File: src/rtl/register_file_nreg.sv
// rtl/register_file_nreg.sv - DEPTH x WIDTH register file, one write port, two registered read ports, clear sweep
module register_file_nreg #(
    parameter int WIDTH    = 32,
    parameter int DEPTH    = 8,
    parameter int ADDR_W   = 3,
    parameter int ZERO_REG = 0
) (
    input  logic              clk,
    input  logic              reset,
    input  logic [WIDTH-1:0]  Input,
    input  logic [ADDR_W-1:0] waddr,
    input  logic              WR,
    input  logic [ADDR_W-1:0] raddr1,
    input  logic [ADDR_W-1:0] raddr2,
    input  logic              clr,
    output logic [WIDTH-1:0]  Output1,
    output logic [WIDTH-1:0]  Output2,
    output logic              busy
);

    typedef enum logic {
        S_IDLE,
        S_CLEAR
    } state_t;

    localparam logic [ADDR_W:0] DEPTH_W = (ADDR_W + 1)'(DEPTH);
    localparam logic [ADDR_W:0] LAST_W  = (ADDR_W + 1)'(DEPTH - 1);
    localparam logic [ADDR_W:0] ONE_W   = (ADDR_W + 1)'(1);

    state_t            r_state;
    state_t            w_next;
    logic [ADDR_W:0]   r_idx;
    logic [WIDTH-1:0]  r_mem [DEPTH];
    logic [WIDTH-1:0]  r_out1;
    logic [WIDTH-1:0]  r_out2;
    logic [WIDTH-1:0]  w_rd1;
    logic [WIDTH-1:0]  w_rd2;
    logic              w_idle;
    logic              w_wr_ok;
    logic              w_last;

    assign w_idle  = (r_state == S_IDLE);
    assign w_last  = (r_idx == LAST_W);
    assign w_wr_ok = w_idle && WR && !clr && ({1'b0, waddr} < DEPTH_W)
                     && !((ZERO_REG != 0) && (waddr == '0));

    assign Output1 = r_out1;
    assign Output2 = r_out2;
    assign busy    = (r_state == S_CLEAR);

    // Out-of-range addresses match no entry and fall through to zero.
    always_comb begin
        w_rd1 = '0;
        w_rd2 = '0;
        for (int i = 0; i < DEPTH; i++) begin
            if (raddr1 == i[ADDR_W-1:0]) w_rd1 = r_mem[i];
            if (raddr2 == i[ADDR_W-1:0]) w_rd2 = r_mem[i];
        end
        if (w_wr_ok && (waddr == raddr1)) w_rd1 = Input;
        if (w_wr_ok && (waddr == raddr2)) w_rd2 = Input;
        if ((ZERO_REG != 0) && (raddr1 == '0)) w_rd1 = '0;
        if ((ZERO_REG != 0) && (raddr2 == '0)) w_rd2 = '0;
    end

    always_comb begin
        w_next = r_state;
        case (r_state)
            S_IDLE:  if (clr) w_next = S_CLEAR;
            S_CLEAR: if (w_last) w_next = S_IDLE;
            default: w_next = S_IDLE;
        endcase
    end

    always_ff @(posedge clk or negedge reset) begin
        if (!reset) begin
            r_state <= S_IDLE;
        end else begin
            r_state <= w_next;
        end
    end

    always_ff @(posedge clk or negedge reset) begin
        if (!reset) begin
            r_idx  <= '0;
            r_out1 <= '0;
            r_out2 <= '0;
            for (int i = 0; i < DEPTH; i++) r_mem[i] <= '0;
        end else begin
            r_out1 <= w_rd1;
            r_out2 <= w_rd2;
            if (r_state == S_CLEAR) begin
                for (int i = 0; i < DEPTH; i++) begin
                    if (r_idx == i[ADDR_W:0]) r_mem[i] <= '0;
                end
                r_idx <= r_idx + ONE_W;
            end else begin
                if (clr) r_idx <= '0;
                for (int i = 0; i < DEPTH; i++) begin
                    if (w_wr_ok && (waddr == i[ADDR_W-1:0])) r_mem[i] <= Input;
                end
            end
        end
    end

endmodule

File: config.mk
export PLATFORM = sky130hd
export DESIGN_NAME = register_file_nreg
export DESIGN_NICKNAME = d
export VERILOG_FILES = /design/src/rtl/register_file_nreg.sv
export SDC_FILE = /design/constraint.sdc
export NUM_CORES = 1
export LEC_CHECK = 0
export BUFFER_PORTS_ARGS = -buffer_cell sky130_fd_sc_hd__buf_2
export CELL_PAD_IN_SITES_DETAIL_PLACEMENT = 2
export CELL_PAD_IN_SITES_GLOBAL_PLACEMENT = 2
export CORE_MARGIN = 2
export CORE_UTILIZATION = 38
export CTS_BUF_LIST = sky130_fd_sc_hd__clkbuf_2
export DETAILED_ROUTE_END_ITERATION = 8
export GPL_TIMING_DRIVEN = 0
export PLACE_DENSITY_LB_ADDON = 0.1
export SLEW_MARGIN = 5
export SYNTH_ARGS = -nofsm -noshare
export SYNTH_HDL_FRONTEND = slang
export SYNTH_SLANG_ARGS = --single-unit
File: constraint.sdc
create_clock -name clk -period 1.7 [get_ports clk]
set_input_delay 0.085 -clock clk [delete_from_list [all_inputs] [get_ports clk]]
set_output_delay 0.085 -clock clk [all_outputs]
set_load 0.01 [all_outputs]
After elaboration in Yosys (flattened, before gate mapping):

Cells that the tools add are included.

* $add $sub $neg: 1
* eq/ne operators: 38
* muxes and demuxes: 40
* bitwise logic cells: 1
* reductions and logical operators: 34

Operators by type and width (count)
* two-way mux 32 bit: 34
* two-way mux 256 bit: 1
* == test 3 bit (second input constant): 12
* == test 3 x 2 -> 1 bit (second input constant): 6
* nonzero test 2 bit: 9
* == test 4 x 3 -> 1 bit (second input constant): 4
* != test 2 x 1 -> 1 bit (second input constant): 8
* AND reduction 2 bit: 8
* logical AND 1 bit: 12
* == test 3 x 1 -> 1 bit (second input constant): 3
* logical NOT 3 bit: 3
* == test 4 x 2 -> 1 bit (second input constant): 2
* two-way mux 4 bit: 2
* == test 3 bit: 2
* adder 4 x 1 -> 4 bit (second input constant): 1
* == test 4 x 1 -> 1 bit (second input constant): 1
* logical NOT 4 bit: 1
* two-way mux 1 bit: 2
* one-hot mux 1 bit (2 select lines): 1
* logical NOT 1 bit: 1
* inverter 1 bit: 1

* register bits after elaboration: 325
* input bits: 45
* output and inout bits: 65
* logic and storage cells: 126

Longest topological paths before layout:

* depth after elaboration: 10
* depth in mapped cells: 8

Least setup slack after synthesis:

OpenSTA, ideal clock, no wires.

* path type: register to register
* start: reg r_state (netlist: busy)
* end: reg r_mem[10] (netlist name)
* setup time: 0.125 ns
* arrival time: 1.696 ns
* data required time: 1.575 ns
* setup slack: -0.120 ns
* cell stages (with the launch flop): 6
* cells stage by stage: dfrtp_1 nor3b_4 nand2_1 o21ai_2 buf_6 mux2_2

* word-level cells in the longest chain between the ends: 6

Ends and longest elaborated chain
* start: declaration: line 30 `state_t r_state;`
* start signal: assignment: line 78 `r_state <= w_next;`
* inverter 1 bit
* logical AND 1 bit (2 in series): line 44 `assign w_wr_ok = w_idle && WR && !clr && ({1'b0, waddr} < DEPTH_W)`
* logical AND 1 bit: line 99 `if (w_wr_ok && (waddr == i[ADDR_W-1:0])) r_mem[i] <= Input;`
* nonzero test 2 bit (no source line)
* AND reduction 2 bit (no source line)
* end signal: indexed assignment: line 99
* end: declaration: line 33 `logic [WIDTH-1:0] r_mem [DEPTH];`

Parallel ways exist; a longest one is shown, timed or not.
A chain may end at the register's enable or synchronous reset.

Worst setup path in the final report:

* start: reg r_state (netlist: busy)
* end: out busy

RTL lines
* end: declaration: line 18 `output logic busy`

No word-level cell between the ends.

==> flow_summary.ini <==
[floorplan]
rows = 77
dieArea_um2 = 46000
ios = 110
core_area_um2 = 43900
die_w_um = 214
initial_utilization_pct = 38.3
die_y_um = 214

[routing]
drt_iter0_markers = 2383
ant_nets = 0
dr.pass1.iters = 7
wl_per_cell_um = 43.4
wl_met1_mm = 41.1
dr_wl_met2_mm = 51.2
via_count = 18400
highest_layer = met5
viasPerCell = 6.91
route.detailed.drc = 0
wl_met3_mm = 13.1
finalWirelength_mm = 116

[min_path]
whs_path_depth = 4
min_to = r_mem[88]
min_from = Input[24]
hp-class = primary input to flip-flop

[critical_path]
crit_path_cell_trace = buf_6 -> buf_6
arrival_ns = 2.01
worstReg2RegEnd = r_mem[193]
cp_common_cell = buf_6
crit_type = flip-flop to primary output
r2r-start = busy
rrSetupSlack_ns = -0.38
slowest_delay_ns = 0.50
crit_path_top_delay_cell = dfrtp_2
start_kind = flip-flop
crit_required_ns = 1.62
crit_fanout = 4
reg2regPathDepth = 9
path_delay_family = flip-flops
worst-path-buf-inv = 2
endpoint_kind = primary output

[logic_synthesis]
synthArstFlopShare_pct = 100
ys_ff_latch = 325
synthDistinctLibCells = 44
yosysWarnings = 0
synth_area_um2 = 16800
avgSynthCellArea_um2 = 10.6
syn_nets = 1632
synthFlopType = dfrtp_1
synth-edff-count = 0
synth_cells = 1583
yosysSeqAreaShare_pct = 48.3

[timing]
final_hold_viol_count = 12
fin_skew_ns = 0.170
fin_crit_sh_pct = 123
tns_ns = -75.67
fmax_mhz = 478
max_slew_margin_pct = 0.501
fin_ws_ns = -0.391
slew_viol_final = 0
period_needed_ns = 2.09
tightest_slew_ns = 1.49
rsz0062_at_grt = true
whs_ns = -0.145
setup_violations = 385

[global_routing]
antenna_found_initial = 17
overflow = 0
grt_max_degree = 109
grt_first_pass_wirelength_mm = 138
grtUsageTotal_pct = 41.9
grt_pass1_vias = 18600

[final_layout]
utilization_pct = 57.7
mostFrequentLayoutCell = dfrtp_1
final_nets = 2052
final_cells = 2671
drive_gt1_share_pct = 47.1
most-common-layout-cells = dfrtp_1, clkbuf_2, o21ai_0
area_growth_pct = 50.7
postLayoutCellArea_um2 = 25400

[run_status]
violations = negative hold slack, max-capacitance violations, negative setup slack
status = finished with violations

[place]
pre_cts_slack_ns = -0.993
place.detailed.hpwl_mm = 51.6
gp_congestion = 0.865
dpl.cell_count = 2281
placed_area_um2 = 18200
io_buffer_count = 103

[clocking]
clock_path_buffers = 3
htree_levels = 3
cts_sinks = 325
clk_pin_slew_ns = 0.13
insertion_delay_ns = 1.32
cts-root-buf = clkbuf_2
cts_tree = yes
cts-buffers-inserted = 91

[power]
power_mw = 40.8
power_density_nw_per_um2 = 1610
peakVddDrop_mv = 1.11
leakagePower_nw = 11.3

[job]
max_cap_violations = 1
-- Yosys cell counts, drive strengths merged, types with 5 or more instances --
cell	number	area share, %
a32oi	5	0.48
o21ai	260	7.8
nor3b	33	1.5
and2	12	0.45
nand2b	56	2.1
mux4	55	7.4
clkbuf	70	1.6
a21oi	38	1.1
o22ai	35	1.3
dfrtp	325	48
a31oi	29	1.1
mux2i	124	7.4
buf	63	2.3
or2	13	0.48
nor2b	34	1.3
mux2	99	6.6
xnor2	7	0.36
nand2	167	3.7
a221oi	8	0.45
inv	10	0.22
nor2	105	2.3
o2bb2ai	8	0.42
-- worst reg2reg max path: stages (launching register included) --
cell and delay (ns):
dfrtp_2 0.50, nor3b_4 0.25, buf_6 0.17, buf_4 0.12, buf_6 0.09, a32oi_4 0.13, buf_12 0.22, buf_16 0.16
nand2_1 0.15, o21ai_4 0.08
-- registers in the layout, summed over array words and instances (netlist names) --
register	flops
busy	1
Output1	32
Output2	32
r_mem	256
r_idx	4
-- worst max-delay path by stage --
stage,start,slack (ns),end,depth (start not counted)
after floorplan,busy,-0.02,r_mem[10],5
after global routing,raddr1[1],-0.41,Output1[19],8
final,busy,-0.39,busy,2
after detailed placement,raddr1[0],-0.99,Output1[23],8
after CTS,busy,-0.30,busy,2
after global placement,reset,-6.61,busy,1
-- metal layers --
layer | vias up | GRT usage, %
li1 | 6589 | -
met1 | 9468 | 51.4
met2 | 1670 | 65.8
met3 | 707 | 12.1
met4 | 14 | 24.7
met5 | - | 0
-- timing repair --
| action | 4_1_cts | 5_1_grt |
|---|---|---|
| pin swaps | 34 | 72 |
| hold buffers | 108 | 2 |
| gates resized for setup | 487 | 555 |
| setup endpoints to repair | 390 | 386 |
| buffers inserted | 48 | 30 |
| gates cloned | 29 | 18 |
| endpoints found under the hold margin | 650 | 2 |
-- where the power goes --
group,internal (mW),total [mW],switching (mW),leakage (nW)
Clock,2.45,7.07,4.63,0.646
Combinational,9.04,20.2,11.2,6.20
Sequential,10.3,13.6,3.28,4.43
-- logic make-up (layout without fill, tap and decap cells) --
family,Yosys count,count (layout),share of synthesized area [%]
other,0,6,0
XOR/XNOR,8,8,0.416
multiplexers,278,278,21.4
buffers and inverters,143,632,4.09
flip-flops,325,325,48.3
adder cells (fa/ha/maj),4,4,0.297
AND/OR/NAND/NOR,433,433,12.4
AO/OA/AOI/OAI,392,393,13.1
-- final cells by class --
class / instances / area [µm²]
inverter: 10 / 37.5
multi-input combinational: 1116 / 10300
fill: 4098 / 18600
tap: 592 / 741
sequential: 325 / 8140
clock inverter: 25 / 146
clock buffer: 138 / 691
buffer: 131 / 1500
antenna: 6 / 15.0
timing repair buffer: 328 / 3760
(Power assumes the default switching activity.)
